File: src/rtl/stopwatch_pkg.sv
// Shared FSM encoding and BCD limits for the minutes:seconds stopwatch controller.
package stopwatch_pkg;

  typedef enum logic [1:0] {
    RUN    = 2'd0,
    PAUSED = 2'd1,
    ADJUST = 2'd2
  } sw_state_e;

  localparam logic [3:0] SEC_TENS_MAX = 4'd5;
  localparam logic [3:0] UNITS_MAX    = 4'd9;

  function automatic logic bcd_at_max(input logic [3:0] tens, input logic [3:0] units,
                                      input logic [3:0] max_tens, input logic [3:0] max_units);
    return (tens == max_tens) && (units == max_units);
  endfunction

endpackage

File: src/rtl/stopwatch_ctrl_bcd_field_counter.sv
// Two-digit BCD counter with synchronous clear; wrap pulses combinationally on the increment
// that rolls the field from its maximum back to 00, so a following field can carry the same edge.
module bcd_field_counter
  import stopwatch_pkg::*;
(
  input  logic       clk,
  input  logic       rst_n,
  input  logic       clr,
  input  logic       inc,
  input  logic [3:0] max_tens,
  input  logic [3:0] max_units,
  output logic [3:0] tens,
  output logic [3:0] units,
  output logic       wrap
);

  logic [3:0] tens_q, tens_d;
  logic [3:0] units_q, units_d;
  logic       at_max_s;

  assign at_max_s = bcd_at_max(tens_q, units_q, max_tens, max_units);
  assign wrap     = inc && !clr && at_max_s;

  always_comb begin
    tens_d  = tens_q;
    units_d = units_q;
    if (clr) begin
      tens_d  = 4'd0;
      units_d = 4'd0;
    end else if (inc) begin
      if (at_max_s) begin
        tens_d  = 4'd0;
        units_d = 4'd0;
      end else if (units_q >= UNITS_MAX) begin
        tens_d  = tens_q + 4'd1;
        units_d = 4'd0;
      end else begin
        units_d = units_q + 4'd1;
      end
    end else begin
      units_d = units_q;
    end
  end

  always_ff @(posedge clk or negedge rst_n) begin
    if (!rst_n) begin
      tens_q  <= 4'd0;
      units_q <= 4'd0;
    end else begin
      tens_q  <= tens_d;
      units_q <= units_d;
    end
  end

  assign tens  = tens_q;
  assign units = units_q;

endmodule

File: src/rtl/stopwatch_ctrl.sv
// Stopwatch mode/count controller: input synchronisers, button edge detection,
// RUN/PAUSED/ADJUST FSM and the seconds/minutes BCD fields feeding the display driver.
module stopwatch_ctrl
  import stopwatch_pkg::*;
#(
  parameter int SYNC_STAGES = 2,
  parameter int MM_MAX      = 59
) (
  input  logic       clk,
  input  logic       rst_n,
  input  logic       tick_1hz,
  input  logic       tick_2hz,
  input  logic       btn_pause,
  input  logic       btn_reset,
  input  logic       sw_adj,
  input  logic       sw_sel,
  output logic [3:0] units,
  output logic [3:0] tens,
  output logic [3:0] hundreds,
  output logic [3:0] thousands,
  output logic       adj,
  output logic       sel,
  output logic       running
);

  localparam logic [3:0] MIN_TENS_MAX  = 4'(MM_MAX / 10);
  localparam logic [3:0] MIN_UNITS_MAX = 4'(MM_MAX % 10);

  // Bit order in the synchroniser bus: {sw_sel, sw_adj, btn_reset, btn_pause}.
  logic [3:0] sync_q [SYNC_STAGES];
  logic [3:0] lvl_s;
  logic [1:0] btn_prev_q;
  logic       press_pause_q, press_reset_q;
  sw_state_e  state_q, state_d;
  logic       sel_q, adj_q, running_q;
  logic       sec_inc_s, min_inc_s, sec_wrap_s;

  assign lvl_s = sync_q[SYNC_STAGES-1];

  always_ff @(posedge clk or negedge rst_n) begin
    if (!rst_n) begin
      for (int i = 0; i < SYNC_STAGES; i++) sync_q[i] <= 4'd0;
      btn_prev_q    <= 2'd0;
      press_pause_q <= 1'b0;
      press_reset_q <= 1'b0;
    end else begin
      sync_q[0] <= {sw_sel, sw_adj, btn_reset, btn_pause};
      for (int i = 1; i < SYNC_STAGES; i++) sync_q[i] <= sync_q[i-1];
      btn_prev_q    <= lvl_s[1:0];
      press_pause_q <= lvl_s[0] & ~btn_prev_q[0];
      press_reset_q <= lvl_s[1] & ~btn_prev_q[1];
    end
  end

  always_comb begin
    state_d = state_q;
    if (lvl_s[2]) begin
      state_d = ADJUST;
    end else begin
      case (state_q)
        RUN:     state_d = press_pause_q ? PAUSED : RUN;
        PAUSED:  state_d = press_pause_q ? RUN : PAUSED;
        ADJUST:  state_d = PAUSED;
        default: state_d = RUN;
      endcase
    end
  end

  // Field increments use the current state and the registered sel, so a same-cycle sel change lands late.
  always_comb begin
    sec_inc_s = 1'b0;
    case (state_q)
      RUN:     sec_inc_s = tick_1hz;
      ADJUST:  sec_inc_s = tick_2hz & sel_q;
      default: sec_inc_s = 1'b0;
    endcase
  end

  assign min_inc_s = ((state_q == RUN) & sec_wrap_s) | ((state_q == ADJUST) & tick_2hz & ~sel_q);

  always_ff @(posedge clk or negedge rst_n) begin
    if (!rst_n) begin
      state_q   <= RUN;
      sel_q     <= 1'b0;
      adj_q     <= 1'b0;
      running_q <= 1'b1;
    end else begin
      state_q   <= state_d;
      sel_q     <= lvl_s[3];
      adj_q     <= (state_d == ADJUST);
      running_q <= (state_d == RUN);
    end
  end

  bcd_field_counter u_seconds (
    .clk       (clk),
    .rst_n     (rst_n),
    .clr       (press_reset_q),
    .inc       (sec_inc_s),
    .max_tens  (SEC_TENS_MAX),
    .max_units (UNITS_MAX),
    .tens      (tens),
    .units     (units),
    .wrap      (sec_wrap_s)
  );

  bcd_field_counter u_minutes (
    .clk       (clk),
    .rst_n     (rst_n),
    .clr       (press_reset_q),
    .inc       (min_inc_s),
    .max_tens  (MIN_TENS_MAX),
    .max_units (MIN_UNITS_MAX),
    .tens      (thousands),
    .units     (hundreds),
    .wrap      ()
  );

  assign adj     = adj_q;
  assign sel     = sel_q;
  assign running = running_q;

endmodule

File: config.mk
export PLATFORM = sky130hd
export DESIGN_NAME = stopwatch_ctrl
export DESIGN_NICKNAME = d
export VERILOG_FILES = /design/src/rtl/stopwatch_pkg.sv /design/src/rtl/stopwatch_ctrl_bcd_field_counter.sv /design/src/rtl/stopwatch_ctrl.sv
export SDC_FILE = /design/constraint.sdc
export NUM_CORES = 1
export LEC_CHECK = 0
export CORE_MARGIN = 5
export CORE_UTILIZATION = 46
export DETAILED_ROUTE_END_ITERATION = 8
export PLACE_DENSITY = 0.86
export SYNTH_ARGS = -nofsm -noshare
export SYNTH_HDL_FRONTEND = slang
export SYNTH_SLANG_ARGS = --single-unit
File: constraint.sdc
create_clock -name clk -period 2.1 [get_ports clk]
set_clock_uncertainty 0.1 [all_clocks]
set_input_delay 0.21 -clock clk [delete_from_list [all_inputs] [get_ports clk]]
set_output_delay 0.21 -clock clk [all_outputs]
set_load 0.005 [all_outputs]
==> impl_metrics.yaml, run 1 <==
outcome:
  status: "finished, violations left"
  violations: "setup timing"
worst_setup_path:
  r2r_start: "u_seconds.tens[1]"
  critical_path_class: "flip-flop to flip-flop"
  path_max_fanout: 4
  cp.required_ps: 2260
  reg2reg_slack_ps: -1
  arrival_ps: 2270
  startpoint_type: "flip-flop"
  rr_worst_depth: 8
  startpoint: "u_seconds.tens[1]"
  worstSetupEndpointType: "flip-flop"
timing:
  hold_viol: 0
  fin_crit_sh_pct: 100
  post-route-min-period_ps: 2100
  setup_tns_ps: -1.22
  fin_ws_ps: -1.22
  clock.fmax_ghz: 0.476
  grt_setup_unrepaired: "yes"
  finalSetupViolations: 1
  maxSlewViolCount: 0
  timing.slew.headroom_pct: 64.1
  tightest_slew_ps: 532
clock_network:
  cts-buffers-inserted: 5
  htree_levels: 2
  cts_sinks: 33
  path_clk_slew_ps: 100
  cts_tree: "built"
  holdBufCountCts: 0
  clock_tree.root_cell: "clkbuf_4"
  clockBufferDepth: 2
  clk_latency_ps: 330
layout:
  multi_input_area_um2: 643
  final_cells: 222
  num_antenna_cells: 0
  area_growth_pct: 39.0
  num-fill-cells: 238
  register_area_um2: 828
  drive_above_1_share_pct: 21.9
  post-route-util_pct: 66.2
  fin_nets: 195
routing:
  wl_per_cell_um: 14.5
  drt-vias-per-instance: 5.27
  vias: 1170
  ant_nets: 0
  first_iter_violations: 70
  drt-pass1-iter-count: 4
  drc: 0
  routed_wl_um: 3210
place:
  place_ws_ps: -378
  place.gp.congestion: 0.858
  dp_cells: 210
  port_buffers: 26
  dpl.hpwl_um: 2310
logic_synthesis:
  ys_seq_area_share_pct: 57.3
  synth.distinct_cells: 36
  ys_ff_latch: 33
  syn-num-nets: 147
  ys_top_cells_by_area: "dfrtp_1, ha_1, o21ai_0"
  synthCells: 129
  yosysTopAreaCell: "dfrtp_1"
  ys_async_sr_fraction_pct: 100
  synth_top_area_share_pct: 55.5
  syn_area_mm2: 0.00144
  yosys-top-cells-count: "dfrtp_1, o21ai_0, ha_1, nor2_1, nand2_1"
  ys.flop_type: "dfrtp_1"
  ys_warn_count: 0
  yosysMostFrequentCell: "dfrtp_1"
  synth_area_per_cell_um2: 11.2
  synth_edf_count: 0
power:
  p_int_mw: 1.32
  power_frac_clock_pct: 16.2
  p_switching_mw: 0.665
  ir_worst_vdd_v: 0.000566
  swShare_pct: 33.4
  leakage_nw: 0.898
  comb_power_share_pct: 39.6
  power_frac_seq_pct: 44.2
  cellPowerDensity_mw_per_mm2: 991
grt:
  grt_util_all_layers_pct: 15.9
  overflow: 0
  grt_max_degree: 34
  grt_pass1_wl_um: 5210
  antenna_found_initial: 0
  grt_pass1_vias: 1187
floorplan:
  die_h_um: 66
  row_count: 20
  die-area_mm2: 0.00436
  die_x_um: 66
  start_util_pct: 47.6
  io_pins: 27
  core_mm2: 0.00303
flow_run:
  drv_cap: 0
min_path:
  hold_path_class: "input port to async pin"
## cell usage in the layout, fill, tap and decap left out, drive strengths merged, types with 2 or more instances in the layout
cell type       n
nand3           5
dfrtp          32
nand2b          3
a21o            2
a21oi           2
inv             7
or2             2
o31ai           3
nor3            4
clkbuf          7
clkdlybuf4s50  26
buf            19
nand2           8
nor2b           4
ha             10
nor2           10
o21ai          13
## state kept, by name, summed over array words and instances, names as in the netlist
register	count
state_q	2
u_minutes.tens	4
running	1
u_seconds.tens	4
lvl_s	4
u_seconds.units	4
sync_q	4
press_pause_q	1
sel	1
adj	1
u_minutes.units	4
btn_prev_q	2
press_reset_q	1
## logic make-up after synthesis
logic type,Yosys count,share of synthesized area [%]
and+or+nand+nor,46,17.8
buffers and inverters,11,2.86
DFF,33,57.3
xor gates and xnor gates,1,0.607
AOI/OAI and AO/OA,28,12.7
adders and majority gates,10,8.67
## cell type report
class	instances	area share [%]
timing repair buffer	45	20.1
inverter	7	1.31
clock inverter	1	0.250
tap	44	2.74
sequential	33	41.3
clock buffer	7	2.25
multi-input combinational	85	32.1
## power groups by stage
stage	registers (mW)	logic (mW)	clock network, mW
2_1_floorplan	0.890	0.276	0
3_3_place_gp	0.865	0.678	0
3_5_place_dp	0.880	0.719	0
4_1_cts	0.872	0.754	0.332
5_1_grt	0.893	0.868	0.363
6_report	0.878	0.786	0.323
## worst paths after layout
check | end
worst max-delay path | u_minutes.units[2]
worst min-delay path | u_minutes.tens[3]
worst max register to register | u_minutes.units[2]
worst min register to register | sel
max in group asynchronous | running
min in group clk | sync_q[5]
## through the flow
step,power [mW],area [µm²],hold slack [ps]
after floorplan,1.17,1440,-186
after detailed placement,1.60,1860,240
after CTS,1.96,1960,181
after global routing,2.12,2010,180
final,1.99,2010,162
after global placement,1.54,1860,234
## layer usage
metal  part of all wire [%]  wire (µm)  global-route usage, %  up-vias
li1                       -          -                      -      547
met4                    2.4         77                   7.61        0
met2                     55       1760                   28.2       43
met5                      0          0                      0        -
met3                    4.7        150                   4.59       10
met1                     38       1230                   17.3      570
## worst max-delay path, cell delays in order (launching register included)
cell,delay [ps]
dfrtp_1,390
inv_1,60
ha_1,140
nand4b_1,140
nor3b_4,290
a311oi_4,170
buf_4,180
or4b_4,510
nand2_2,60
## what timing repair did
item,CTS,global route
buffers inserted,3,1
gates cloned,0,0
gates resized for setup,4,8
setup endpoints to repair,8,6
pin swaps,3,5
Note: power is estimated with default switching activity, not from simulation.
==> run 2, diff against run 1 <==
--- a/config.mk
+++ b/config.mk
@@ -6,9 +6,10 @@
 export NUM_CORES = 1
 export LEC_CHECK = 0
 export CORE_MARGIN = 5
-export CORE_UTILIZATION = 46
+export CORE_UTILIZATION = 48
+export CTS_BUF_LIST = sky130_fd_sc_hd__clkbuf_8
 export DETAILED_ROUTE_END_ITERATION = 8
-export PLACE_DENSITY = 0.86
+export PLACE_DENSITY = 0.88
 export SYNTH_ARGS = -nofsm -noshare
 export SYNTH_HDL_FRONTEND = slang
 export SYNTH_SLANG_ARGS = --single-unit
==> run 2 against run 1 <==
The flow now finishes without violations. Fmax increased by 1.4%. Register-to-register slack improved by 30 ps. Critical path type unchanged. Largest power group unchanged. Combinational power decreased by 5.9%. Sequential cell count unchanged. Sequential share of layout area increased by 0.51 points. Clock power increased by 39%. Routed wire length increased by 0.22%. Utilization increased by 3.7 points. Count of clock-buffer cells in the layout decreased by 2.
==> impl_metrics.yaml, run 2 (synthesis results as in run 1) <==
timing:
  tightest_slew_ps: 593
  finalSetupViolations: 0
  hold_viol: 0
  fin_crit_sh_pct: 98.6
  grt_setup_unrepaired: "yes"
  post-route-min-period_ps: 2070
  setup_tns_ps: 0
  finalHoldWorstSlack_ps: 227
  clock.fmax_ghz: 0.483
  maxSlewViolCount: 0
  timing.slew.headroom_pct: 59.9
  fin_ws_ps: 28.8
floorplan:
  row_count: 19
  core_mm2: 0.00283
  die-area_mm2: 0.00420
  start_util_pct: 51.0
  die_x_um: 64.8
  io_pins: 27
  die_h_um: 64.8
min_path:
  hold_path_class: "input port to async pin"
routing:
  routed_wl_um: 3220
  vias: 1148
  drc: 0
  drt-vias-per-instance: 5.55
  drt-pass1-iter-count: 4
  ant_nets: 0
  wl_per_cell_um: 15.5
  first_iter_violations: 72
worst_setup_path:
  arrival_ps: 2160
  critPathMaxStageDelay_ps: 450
  cp.required_ps: 2190
  startpoint_type: "flip-flop"
  crit_path_cell_trace: "inv_1, ha_1, nor4b_1, or2_2, or3_4, o31ai_1"
  critical_path_class: "flip-flop to flip-flop"
  rr_worst_depth: 6
  reg2reg_slack_ps: 30
  path_max_fanout: 6
  critPathSlowestCell: "dfrtp_1"
  worstSetupEndpointType: "flip-flop"
layout:
  fin_nets: 193
  num_antenna_cells: 0
  drive_above_1_share_pct: 18.2
  area_growth_pct: 37.1
  final_cells: 207
  post-route-util_pct: 69.9
  finalInstanceArea_mm2: 0.00198
  final_common_cell: "dfrtp_1"
  final_cell_mix: "dfrtp_1, clkdlybuf4s50_1, buf_4"
  num-fill-cells: 206
clock_network:
  path_clk_slew_ps: 60
  htree_levels: 2
  cts_tree: "built"
  clk_latency_ps: 290
  cts_sinks: 33
  clock_tree.root_cell: "clkbuf_8"
  clockBufferDepth: 2
  cts-buffers-inserted: 5
place:
  dpl.hpwl_um: 2260
  port_buffers: 26
  place.gp.congestion: 0.877
  dp_cells: 197
  place_ws_ps: -259
  placed_area_mm2: 0.00184
power:
  leakage_nw: 0.908
  cellPowerDensity_mw_per_mm2: 1050
  total_power_mw: 2.07
  ir_worst_vdd_v: 0.000785
grt:
  antenna_found_initial: 0
  grt_util_all_layers_pct: 17.0
  grt_pass1_vias: 1199
  overflow: 0
  grt_pass1_wl_um: 5440
  grt_max_degree: 34
outcome:
  status: "finished clean"
flow_run:
  drv_cap: 0
==> run 2: cell count changes in the layout (fill, tap and decap cells not counted), sizes merged <==
cell    previous run  this run
clkbuf             7         5
inv                7         8
buf               19        17
clkinv             1         2
==> run 2: layout make-up <==
cell class	count	area [µm²]	area share, %
inverter	7	26.3	1.33
clock inverter	3	13.8	0.696
multi-input combinational	85	603	30.5
timing repair buffer	43	400	20.2
sequential	33	827	41.8
tap	31	38.8	1.96
clock buffer	5	68.8	3.48
==> run 2: path summary, 6_finish.rpt <==
kind	start	endpoint
min in group clk	sync_q[6]	lvl_s[2]
max in group asynchronous	rst_n	running
worst min-delay path	rst_n	u_seconds.units[2]
worst min register to register	sync_q[6]	lvl_s[2]
worst max register to register	u_minutes.units[0]	u_minutes.tens[3]
worst max-delay path	u_minutes.units[0]	u_minutes.tens[3]
==> run 2: what timing repair did <==
item,in CTS,in global routing
endpoints found under the hold margin,0,0
cloned,0,0
pin swaps,3,2
buffers inserted,2,0
hold buffers,0,0
resized for setup,3,3
setup endpoints to repair,8,5
==> run 2: power by group <==
group | leakage (nW) | switching (mW) | internal, mW | total [mW]
Sequential | 0.407 | 0.131 | 0.754 | 0.885
Clock | 0.0491 | 0.223 | 0.224 | 0.448
Combinational | 0.452 | 0.330 | 0.410 | 0.740
==> run 2: critical path: cells and delay by family (launching register included) <==
kind,cells,cell delay [ps]
AND/OR/NAND/NOR,3,860
flip-flops,1,450
AO/OA/AOI/OAI,1,250
adder cells (fa/ha/maj),1,210
buffers and inverters,1,110
==> run 2: per-layer routing <==
layer	share of wire [%]	global-route usage, %
met1	43	20.1
met2	50	29.1
met3	5.8	5.35
met4	1.7	5.80
met5	0	0
